## src/rtl/alu_ctrl_pkg.sv

```systemverilog
// alu_ctrl_pkg
// Shared constants for the EX-stage ALU control decoder and its
// multiply/divide sequencer: ALU operation codes, R-type funct values
// and the sequencer state type.
package alu_ctrl_pkg;

    // ALU operation codes driven on alu_ctrl
    localparam logic [3:0] ALU_AND   = 4'h0;
    localparam logic [3:0] ALU_OR    = 4'h1;
    localparam logic [3:0] ALU_ADD   = 4'h2;
    localparam logic [3:0] ALU_MFHI  = 4'h3;
    localparam logic [3:0] ALU_MFLO  = 4'h4;
    localparam logic [3:0] ALU_MULT  = 4'h5;
    localparam logic [3:0] ALU_SUB   = 4'h6;
    localparam logic [3:0] ALU_SLT   = 4'h7;
    localparam logic [3:0] ALU_DIV   = 4'h8;
    localparam logic [3:0] ALU_MULTU = 4'h9;
    localparam logic [3:0] ALU_DIVU  = 4'hA;
    localparam logic [3:0] ALU_NOR   = 4'hC;

    // R-type funct field values
    localparam logic [5:0] FN_ADD   = 6'h20;
    localparam logic [5:0] FN_SUB   = 6'h22;
    localparam logic [5:0] FN_AND   = 6'h24;
    localparam logic [5:0] FN_OR    = 6'h25;
    localparam logic [5:0] FN_SLT   = 6'h2a;
    localparam logic [5:0] FN_NOR   = 6'h27;
    localparam logic [5:0] FN_MFHI  = 6'h10;
    localparam logic [5:0] FN_MFLO  = 6'h12;
    localparam logic [5:0] FN_MULT  = 6'h18;
    localparam logic [5:0] FN_MULTU = 6'h19;
    localparam logic [5:0] FN_DIV   = 6'h1a;
    localparam logic [5:0] FN_DIVU  = 6'h1b;

    // Sequencer state
    typedef enum logic [1:0] {IDLE, MUL, DIV} md_state_t;

endpackage

```

## src/rtl/alu_control_muldiv_iter.sv

```systemverilog
// muldiv_iter
// Iterative unsigned shift-add multiplier / restoring divider, one bit per
// cycle. Operates on magnitudes only; sign handling lives in the parent.
// Ports:
//   clk, rst        clock, asynchronous active-high reset
//   start, op_div   begin an operation (op_div=1 divide, 0 multiply)
//   a, b            multiplicand/multiplier or dividend/divisor magnitudes
//   state           sequencer state (also serves as a debug view)
//   busy            state != IDLE
//   last            final iteration; res_hi/res_lo hold the finished result
//   res_hi, res_lo  next-iteration accumulator (product hi/lo or rem/quot)
module muldiv_iter
    import alu_ctrl_pkg::*;
#(
    parameter int DATA_WIDTH = 32
) (
    input  logic                  clk,
    input  logic                  rst,
    input  logic                  start,
    input  logic                  op_div,
    input  logic [DATA_WIDTH-1:0] a,
    input  logic [DATA_WIDTH-1:0] b,
    output md_state_t             state,
    output logic                  busy,
    output logic                  last,
    output logic [DATA_WIDTH-1:0] res_hi,
    output logic [DATA_WIDTH-1:0] res_lo
);
    localparam int W  = DATA_WIDTH;
    localparam int CW = $clog2(W) + 1;

    // acc_hi: partial product high half / partial remainder
    // acc_lo: multiplier being shifted out / dividend shifting into quotient
    logic [W-1:0]  acc_hi;
    logic [W-1:0]  acc_lo;
    logic [W-1:0]  opnd;
    logic [CW-1:0] count;
    logic [W:0]    mul_sum;
    logic [W:0]    div_shift;
    logic [W:0]    div_diff;

    always_comb begin
        mul_sum   = {1'b0, acc_hi} + (acc_lo[0] ? {1'b0, opnd} : '0);
        div_shift = {acc_hi, acc_lo[W-1]};
        // Bit W set means the trial subtract borrowed, so no quotient bit
        div_diff  = div_shift - {1'b0, opnd};
        res_hi    = acc_hi;
        res_lo    = acc_lo;
        if (state == MUL) begin
            res_hi = mul_sum[W:1];
            res_lo = {mul_sum[0], acc_lo[W-1:1]};
        end else if (state == DIV) begin
            if (div_diff[W]) begin
                res_hi = div_shift[W-1:0];
                res_lo = {acc_lo[W-2:0], 1'b0};
            end else begin
                res_hi = div_diff[W-1:0];
                res_lo = {acc_lo[W-2:0], 1'b1};
            end
        end
    end

    always_ff @(posedge clk or posedge rst) begin
        if (rst) begin
            state  <= IDLE;
            count  <= '0;
            acc_hi <= '0;
            acc_lo <= '0;
            opnd   <= '0;
        end else begin
            case (state)
                IDLE: begin
                    if (start) begin
                        state  <= op_div ? DIV : MUL;
                        count  <= CW'(W);
                        opnd   <= op_div ? b : a;
                        acc_hi <= '0;
                        acc_lo <= op_div ? a : b;
                    end
                end
                default: begin
                    acc_hi <= res_hi;
                    acc_lo <= res_lo;
                    count  <= count - CW'(1);
                    if (count == CW'(1)) begin
                        state <= IDLE;
                    end
                end
            endcase
        end
    end

    assign busy = (state != IDLE);
    assign last = busy && (count == CW'(1));

endmodule

```

## src/rtl/alu_control_muldiv.sv

```systemverilog
// alu_control_muldiv
// EX-stage ALU control decoder with an iterative multiply/divide sequencer
// that owns HI/LO and interlocks dependent instructions via stall.
// Optional macro MULDIV_UNSIGNED_EN adds multu (code 9) and divu (code A).
// Ports:
//   clk, rst         clock, asynchronous active-high reset
//   alu_op, funct    main-control op class and R-type funct field
//   issue            EX instruction valid this cycle
//   rs_val, rt_val   dividend/multiplicand, divisor/multiplier
//   alu_ctrl         ALU operation code (last valid code when undecodable)
//   stall            hold IF/ID/EX: HI/LO user issued while sequencer busy
//   busy             sequencer active
//   done             one-cycle pulse after HI/LO written
//   hi, lo           HI/LO registers
//   div_by_zero      last divide had a zero divisor
module alu_control_muldiv
    import alu_ctrl_pkg::*;
#(
    parameter int DATA_WIDTH  = 32,
    parameter int ALUOP_WIDTH = 2,
    parameter int CTRL_WIDTH  = 4
) (
    input  logic                   clk,
    input  logic                   rst,
    input  logic [ALUOP_WIDTH-1:0] alu_op,
    input  logic [5:0]             funct,
    input  logic                   issue,
    input  logic [DATA_WIDTH-1:0]  rs_val,
    input  logic [DATA_WIDTH-1:0]  rt_val,
    output logic [CTRL_WIDTH-1:0]  alu_ctrl,
    output logic                   stall,
    output logic                   busy,
    output logic                   done,
    output logic [DATA_WIDTH-1:0]  hi,
    output logic [DATA_WIDTH-1:0]  lo,
    output logic                   div_by_zero
);
    localparam int W = DATA_WIDTH;

    logic [CTRL_WIDTH-1:0] dec_code;
    logic [CTRL_WIDTH-1:0] last_ctrl;
    logic                  dec_valid;
    logic                  dec_hilo;
    logic                  dec_md;
    logic                  dec_div;
    logic                  dec_signed;

    always_comb begin
        dec_valid  = 1'b1;
        dec_code   = CTRL_WIDTH'(ALU_ADD);
        dec_hilo   = 1'b0;
        dec_md     = 1'b0;
        dec_div    = 1'b0;
        dec_signed = 1'b1;
        if (alu_op == ALUOP_WIDTH'(0)) begin
            dec_code = CTRL_WIDTH'(ALU_ADD);
        end else if (alu_op == ALUOP_WIDTH'(1)) begin
            dec_code = CTRL_WIDTH'(ALU_SUB);
        end else if (alu_op == ALUOP_WIDTH'(2)) begin
            case (funct)
                FN_ADD:  dec_code = CTRL_WIDTH'(ALU_ADD);
                FN_SUB:  dec_code = CTRL_WIDTH'(ALU_SUB);
                FN_AND:  dec_code = CTRL_WIDTH'(ALU_AND);
                FN_OR:   dec_code = CTRL_WIDTH'(ALU_OR);
                FN_SLT:  dec_code = CTRL_WIDTH'(ALU_SLT);
                FN_NOR:  dec_code = CTRL_WIDTH'(ALU_NOR);
                FN_MFHI: begin dec_code = CTRL_WIDTH'(ALU_MFHI); dec_hilo = 1'b1; end
                FN_MFLO: begin dec_code = CTRL_WIDTH'(ALU_MFLO); dec_hilo = 1'b1; end
                FN_MULT: begin dec_code = CTRL_WIDTH'(ALU_MULT); dec_md = 1'b1; end
                FN_DIV:  begin dec_code = CTRL_WIDTH'(ALU_DIV); dec_md = 1'b1; dec_div = 1'b1; end
`ifdef MULDIV_UNSIGNED_EN
                FN_MULTU: begin
                    dec_code = CTRL_WIDTH'(ALU_MULTU); dec_md = 1'b1; dec_signed = 1'b0;
                end
                FN_DIVU: begin
                    dec_code = CTRL_WIDTH'(ALU_DIVU); dec_md = 1'b1; dec_div = 1'b1;
                    dec_signed = 1'b0;
                end
`endif
                default: dec_valid = 1'b0;
            endcase
        end else begin
            dec_valid = 1'b0;
        end
    end

    assign alu_ctrl = dec_valid ? dec_code : last_ctrl;

    // A mult/div issued while busy is held by stall and starts on the first
    // IDLE cycle, so start only needs to look at busy.
    logic start;
    assign start = issue && dec_md && !busy;
    assign stall = busy && issue && (dec_hilo || dec_md);

    // Magnitudes fed to the unsigned datapath; |MIN| wraps to 2^(W-1) which
    // is still the correct unsigned magnitude.
    logic         rs_neg;
    logic         rt_neg;
    logic [W-1:0] a_mag;
    logic [W-1:0] b_mag;
    assign rs_neg = dec_signed & rs_val[W-1];
    assign rt_neg = dec_signed & rt_val[W-1];
    assign a_mag  = rs_neg ? -rs_val : rs_val;
    assign b_mag  = rt_neg ? -rt_val : rt_val;

    md_state_t    md_state;
    logic         last;
    logic [W-1:0] res_hi;
    logic [W-1:0] res_lo;

    muldiv_iter #(.DATA_WIDTH(W)) u_iter (
        .clk    (clk),
        .rst    (rst),
        .start  (start),
        .op_div (dec_div),
        .a      (a_mag),
        .b      (b_mag),
        .state  (md_state),
        .busy   (busy),
        .last   (last),
        .res_hi (res_hi),
        .res_lo (res_lo)
    );

    // Sign context captured at start: sgn_q for product/quotient,
    // sgn_r for remainder (follows dividend).
    logic         sgn_q;
    logic         sgn_r;
    logic         dz_q;
    logic [W-1:0] rs_q;
    logic [W-1:0] fix_hi;
    logic [W-1:0] fix_lo;
    logic [2*W-1:0] prod;

    always_comb begin
        prod   = sgn_q ? -{res_hi, res_lo} : {res_hi, res_lo};
        fix_hi = prod[2*W-1:W];
        fix_lo = prod[W-1:0];
        if (md_state == DIV) begin
            if (dz_q) begin
                fix_hi = rs_q;
                fix_lo = '1;
            end else begin
                fix_hi = sgn_r ? -res_hi : res_hi;
                fix_lo = sgn_q ? -res_lo : res_lo;
            end
        end
    end

    always_ff @(posedge clk or posedge rst) begin
        if (rst) begin
            last_ctrl   <= CTRL_WIDTH'(ALU_ADD);
            hi          <= '0;
            lo          <= '0;
            done        <= 1'b0;
            div_by_zero <= 1'b0;
            sgn_q       <= 1'b0;
            sgn_r       <= 1'b0;
            dz_q        <= 1'b0;
            rs_q        <= '0;
        end else begin
            done <= last;
            if (issue && dec_valid) begin
                last_ctrl <= dec_code;
            end
            if (start) begin
                sgn_q <= rs_neg ^ rt_neg;
                sgn_r <= rs_neg;
                dz_q  <= dec_div && (rt_val == '0);
                rs_q  <= rs_val;
                if (dec_div) begin
                    div_by_zero <= 1'b0;
                end
            end
            if (last) begin
                hi <= fix_hi;
                lo <= fix_lo;
                if (md_state == DIV) begin
                    div_by_zero <= dz_q;
                end
            end
        end
    end

endmodule

```

## config.mk

```make
export PLATFORM = sky130hd
export DESIGN_NAME = alu_control_muldiv
export DESIGN_NICKNAME = d
export VERILOG_FILES = /design/src/rtl/alu_ctrl_pkg.sv /design/src/rtl/alu_control_muldiv_iter.sv /design/src/rtl/alu_control_muldiv.sv
export SDC_FILE = /design/constraint.sdc
export NUM_CORES = 1
export LEC_CHECK = 0
export BUFFER_PORTS_ARGS = -buffer_cell sky130_fd_sc_hd__buf_4
export CAP_MARGIN = 10
export CORE_MARGIN = 2
export CORE_UTILIZATION = 36
export DETAILED_ROUTE_END_ITERATION = 7
export MAX_ROUTING_LAYER = met4
export PLACE_DENSITY = 0.62
export SETUP_SLACK_MARGIN = 0.1
export SYNTH_ARGS = -nofsm -noshare
export SYNTH_HDL_FRONTEND = slang
export SYNTH_HIERARCHICAL = 1
export SYNTH_SLANG_ARGS = --single-unit
```

## constraint.sdc

```tcl
create_clock -name clk -period 17.6 [get_ports clk]
set_input_delay 0 -clock clk [delete_from_list [all_inputs] [get_ports clk]]
set_output_delay 0 -clock clk [all_outputs]
set_load 0.02 [all_outputs]
```

# After elaboration in Yosys (flattened, before gate mapping)
# Index checks and enable logic that the tools add are counted.
# totals
mem_count,0
out_inout_bits,72
reg_bits,209
ram_bits,0
latchBits,0
elab_cells,111
inputBits,75
rom_bits,0
# op_classes
div,0
bitwise,1
n_reduce_logical,19
mux,53
n_lt_le_gt_ge,0
shifts,0
eq_ne,16
n_mul,0
addsub,8
# op_table
op,count
two-way mux 32 bit,20
negation 32 bit,4
two-way mux 64 bit,1
negation 64 bit,1
"== test 6 bit, second input constant",6
case mux 4 bit (9 select lines),1
adder 32 x 33 -> 33 bit,1
subtractor 33 x 32 -> 33 bit,1
zero test 32 bit,1
"== test 6 x 5 -> 1 bit, second input constant",4
two-way mux 1 bit,21
two-way mux 4 bit,4
two-way mux 6 bit,2
OR reduction 10 bit,1
two-way mux 2 bit,4
logical AND 1 bit,7
"== test 6 x 1 -> 1 bit, second input constant",1
"subtractor 6 x 1 -> 6 bit, second input constant",1
"== test 2 x 1 -> 1 bit, second input constant",2
"== test 2 bit, second input constant",2
zero test 2 bit,2
AND reduction 2 bit,2
nonzero test 2 bit,2
OR reduction 2 bit,2
other kinds (4),4

# Depth between registers and ports, before layout
# depth
word_depth,11
ltp_mapped,25
depth_no_buf,22

# Hierarchy
# Netlist, hierarchy kept.
# modules_own_cells
mod,area_per_inst_um2,seq_area_each_um2,cells_each,instances
muldiv_iter,10520.1,2602.5,1373,1
alu_control_muldiv,8067.7,2603.7,1039,1

# Least setup slack after synthesis
# No wires, ideal clock.
# synth_path
kind,register -> register
startpoint,register u_iter.acc_lo[31]
endpoint,register hi[6]
t_arrival_ns,5.422
setup_time_ns,0.126
slack_ns,12.052
path_stages_with_launch,24
path_buffers,3
period_less_slack_ns,5.548
required_ns,17.474
cell_sequence,dfrtp_1 -> inv_1 -> ha_1 -> fa_1 -> nand2b_1 -> a21oi_1 -> o21bai_1 -> a31oi_1 -> nor3_1 -> o41a_4 -> xnor2_4 -> buf_6 -> buf_2 -> nor2_1 -> a31oi_1 -> inv_1 -> ha_1 -> nor3b_1 -> nand3b_1 -> or4_1 -> clkbuf_1 -> nor4_1 -> mux2_2 -> a221o_1
# synth_between
word_cells_on_any_way,13
classes_between,add/sub (3); mux (10)
# synth_lines
element,line,text
start: declaration,alu_control_muldiv_iter.sv:35,logic [W-1:0] acc_lo;
start signal: assignment,alu_control_muldiv_iter.sv:78,acc_lo <= op_div ? a : b;
start signal: assignment,alu_control_muldiv_iter.sv:83,acc_lo <= res_lo;
subtractor 33 x 32 -> 33 bit,alu_control_muldiv_iter.sv:46,"div_diff = div_shift - {1'b0, opnd};"
two-way mux 1 bit,alu_control_muldiv_iter.sv:53,if (div_diff[W]) begin
two-way mux 32 bit,alu_control_muldiv_iter.sv:52,end else if (state == DIV) begin
two-way mux 32 bit,alu_control_muldiv_iter.sv:49,if (state == MUL) begin
net res_lo[0],alu_control_muldiv.sv:109,logic [W-1:0] res_lo;
negation 64 bit,alu_control_muldiv.sv:136,"prod = sgn_q ? -{res_hi, res_lo} : {res_hi, res_lo};"
two-way mux 64 bit,alu_control_muldiv.sv:136,
two-way mux 32 bit,alu_control_muldiv.sv:139,if (md_state == DIV) begin
end signal: assignment,alu_control_muldiv.sv:176,hi <= fix_hi;
end: declaration,alu_control_muldiv.sv:34,"output logic [DATA_WIDTH-1:0] hi,"
# The timed path passes the listed nets, and every way through them passes these cells.
# A chain may end at the register's enable or synchronous reset.

# Worst setup path in the final report
# layout_path
startpoint,register u_iter.acc_lo[31]
endpoint,register hi[26]
# layout_between
elab_chain_len,8
word_cells_on_any_way,13
classes_between,add/sub (3); mux (10)
# layout_lines
element,line,text
subtractor 33 x 32 -> 33 bit *,alu_control_muldiv_iter.sv:46,
two-way mux 32 bit *,alu_control_muldiv_iter.sv:53,
two-way mux 32 bit *,alu_control_muldiv_iter.sv:52,
two-way mux 32 bit *,alu_control_muldiv_iter.sv:49,
net res_hi[19],alu_control_muldiv.sv:108,logic [W-1:0] res_hi;
negation 32 bit,alu_control_muldiv.sv:144,fix_hi = sgn_r ? -res_hi : res_hi;
two-way mux 32 bit,alu_control_muldiv.sv:144,
two-way mux 32 bit,alu_control_muldiv.sv:140,if (dz_q) begin
two-way mux 32 bit *,alu_control_muldiv.sv:139,
# The timed path passes the listed nets; every way through them passes the cells marked *.

==> qor.yml <==
outcome: "finished clean"
initial_utilization: 0.363
antenna_found_initial: 1
stdcell_area_um2: 21700
worstHoldPathType: "input pin to flop"
ys_warn_count: 6
syn_area_um2: 18600
path_class: "flop to flop"
syn-num-nets: 2559
tns_ns: 0
clk_pin_slew_ns: 0.06
drive_above_1_share: 0.104
drc: 0
power.leakage_nw: 8.97
core_area_um2: 51200
insertion_delay_ns: 0.58
drtIter0Drc: 2062
netlist.area_leader.share: 0.279
yosysUniqueCellTypes: 85
avgViaCountPerCell: 5.99
setup_viol: 0
period_needed_ns: 6.98
die_w_um: 231
finalNetCount: 2675
power_density_nw_per_um2: 139
post-route-util: 0.425
endpoint_kind: "flop"
grt_pass1_vias: 18700
grt-ovfl-total: 0
drv_cap: 0
clockBufferDepth: 3
post_synth.cell_area_avg_um2: 7.71
met1_length_um: 31100
ir_worst_vdd_v: 0.0000907
placed_cell_area_um2: 20200
grt_usage: 0.281
clock_skew_ns: 0.0131
routed.top_layer: "met4"
avgRoutedWirePerCell_um: 23.1
die-area_um2: 53500
ant_nets: 0
cts_resized: 0
dp_hpwl_um: 55700
synth.area.top_cells: "dfrtp_1 28%, mux2i_1 8.2%, nand2_1 7.9%"
num_vias: 19300
finalCritPeriodShare: 0.397
max_slew_margin: 0.141
setup_slack_ns: 10.62
chipHeight_um: 231
fmax_ghz: 0.143
critPathRequiredTime_ns: 18.06
wl_met2_um: 34200
cts_buffers: 27
grt_pass1_wl_um: 113000
synth_edf_count: 0
drt-total-wl_um: 74500
yosysSeqAreaShare: 0.280
rsz0062_at_grt: "no"
ys_ff_latch: 208
post-place-ws_ns: 10.82
wl_met3_um: 5500
cts_tree: "yes"
io_buffers: 146
final_max_slew_viol_count: 0
timing.hold.ws_ns: 0.0178
worstPathMaxFanout: 34
num_rows: 83
clkSinkCount: 208
grt_max_degree: 79
synth_flop_cell: "dfrtp_1"
ctsHtreeMaxLevel: 1
ios: 147
synth_top_cell_by_area: "dfrtp_1"
hold_viol: 0
critical_path_arrival_ns: 7.44
root_buffer: "clkbuf_16"
area_delta_synth_final_pct: 17.0
gp_congestion: 0.996
synthCells: 2412
startpoint_type: "flop"
tightestPinTransition_ns: 1.27
async_flop_share: 1.00
diodes: 0
first_pass_iters: 6
## worst max-delay path: stages, from the launching register on
cell and delay [ns]:
dfrtp_1 0.41, inv_1 0.06, ha_1 0.22, fa_1 0.39, nand2b_1 0.20, a21oi_1 0.28
o21bai_1 0.16, a31oi_1 0.17, nor3_1 0.14, o41a_4 0.53, xnor2_4 0.48, buf_4 0.49
and2b_1 0.23, a211oi_1 0.28, o31ai_1 0.27, nor4_1 0.97, nand2_1 0.24, nor4_1 0.65
nor2_1 0.08, a21oi_1 0.14, a22oi_1 0.11, o32a_1 0.36
## final cells by class
class / instances / area (µm²)
Clock inverter: 13 / 188
Sequential cell: 208 / 5210
Tap cell: 680 / 851
Multi-Input combinational cell: 1972 / 12500
Inverter: 83 / 317
Fill cell: 5145 / 29400
Timing Repair Buffer: 236 / 1920
Clock buffer: 36 / 759
## path summary, 6_finish.rpt
check,from,to,slack [ns],depth (start not counted)
setup / recovery,u_iter/acc_lo[31],hi[26],10.62,21
hold / removal,rt_val[22],u_iter/opnd[22],0.02,4
setup reg to reg,u_iter/acc_lo[31],hi[26],10.62,21
hold reg to reg,rs_q[24],rs_q[24],0.47,2
max in group asynchronous,rst,u_iter/acc_lo[2],16.20,4
min in group asynchronous,rst,last_ctrl[3],0.06,3
## placed cells by master (no fill, tap or decap), types with 64 or more instances in the layout
cell,n
nand2_1,388
o21ai_0,230
dfrtp_1,205
buf_4,175
a21oi_1,170
nor2_1,168
mux2i_1,152
xnor2_1,113
inv_1,76
ha_1,70
xor2_1,64
## per-layer routing
layer	vias up	GRT usage
met1	9362	0.361
met2	890	0.442
li1	8882	-
met3	194	0.0367
met4	0	0.122
met5	-	-
## repair_timing
item | 4_1_cts | 5_1_grt
buffers inserted | 0 | 0
hold endpoints to repair | 160 | 0
hold buffers | 61 | 0
## cells in the mapped netlist (8+ instances only)
master,count
nand2_1,389
o21ai_0,230
dfrtp_1,207
a21oi_1,170
nor2_1,170
mux2i_1,152
clkbuf_1,118
xnor2_1,113
inv_1,81
ha_1,70
xor2_1,64
o31ai_1,63
nand3_1,55
and2_1,37
or3_1,29
nor4_1,27
o211ai_1,27
buf_1,25
a31oi_1,24
nor3_1,24
a21o_1,23
nand2b_1,23
nor2b_1,22
nand4_1,20
or4_1,20
a211oi_1,19
o41ai_1,17
mux2_2,14
and3_1,13
o21a_1,11
o21bai_1,11
o22ai_1,10
nand3b_1,9
a21boi_0,8
## flip-flops by register name, summed over array words and instances, names as in the netlist, 2 cells and up
register,cells
u_iter/acc_lo,32
u_iter/opnd,32
hi,32
rs_q,31
u_iter/state,2
lo,32
u_iter/acc_hi,32
u_iter/count,6
last_ctrl,4
## cell families (layout without fill, tap and decap cells)
group                    Yosys count  in the layout  share of synthesized area
AO/OA/AOI/OAI                    686            686                      0.227
flip-flops                       208            208                      0.280
multiplexers                     166            166                     0.0903
buffers and inverters            232            368                     0.0486
XOR/XNOR                         178            178                     0.0849
adder cells (fa/ha/maj)           72             72                     0.0493
AND/OR/NAND/NOR                  870            870                      0.220
## through the flow
stage                     total power (W)  std cells
after detailed placement          0.00238       3118
after floorplan                   0.00185       2412
final                             0.00303       3228
after global placement            0.00236       3118
after CTS                         0.00300       3228
after global routing              0.00322       3228
## power breakdown
group          switching (W)  internal [W]
combinational        0.00102      0.000626
clock               0.000239      0.000362
sequential          0.000166      0.000614
Power figures use the tool's default switching activity.
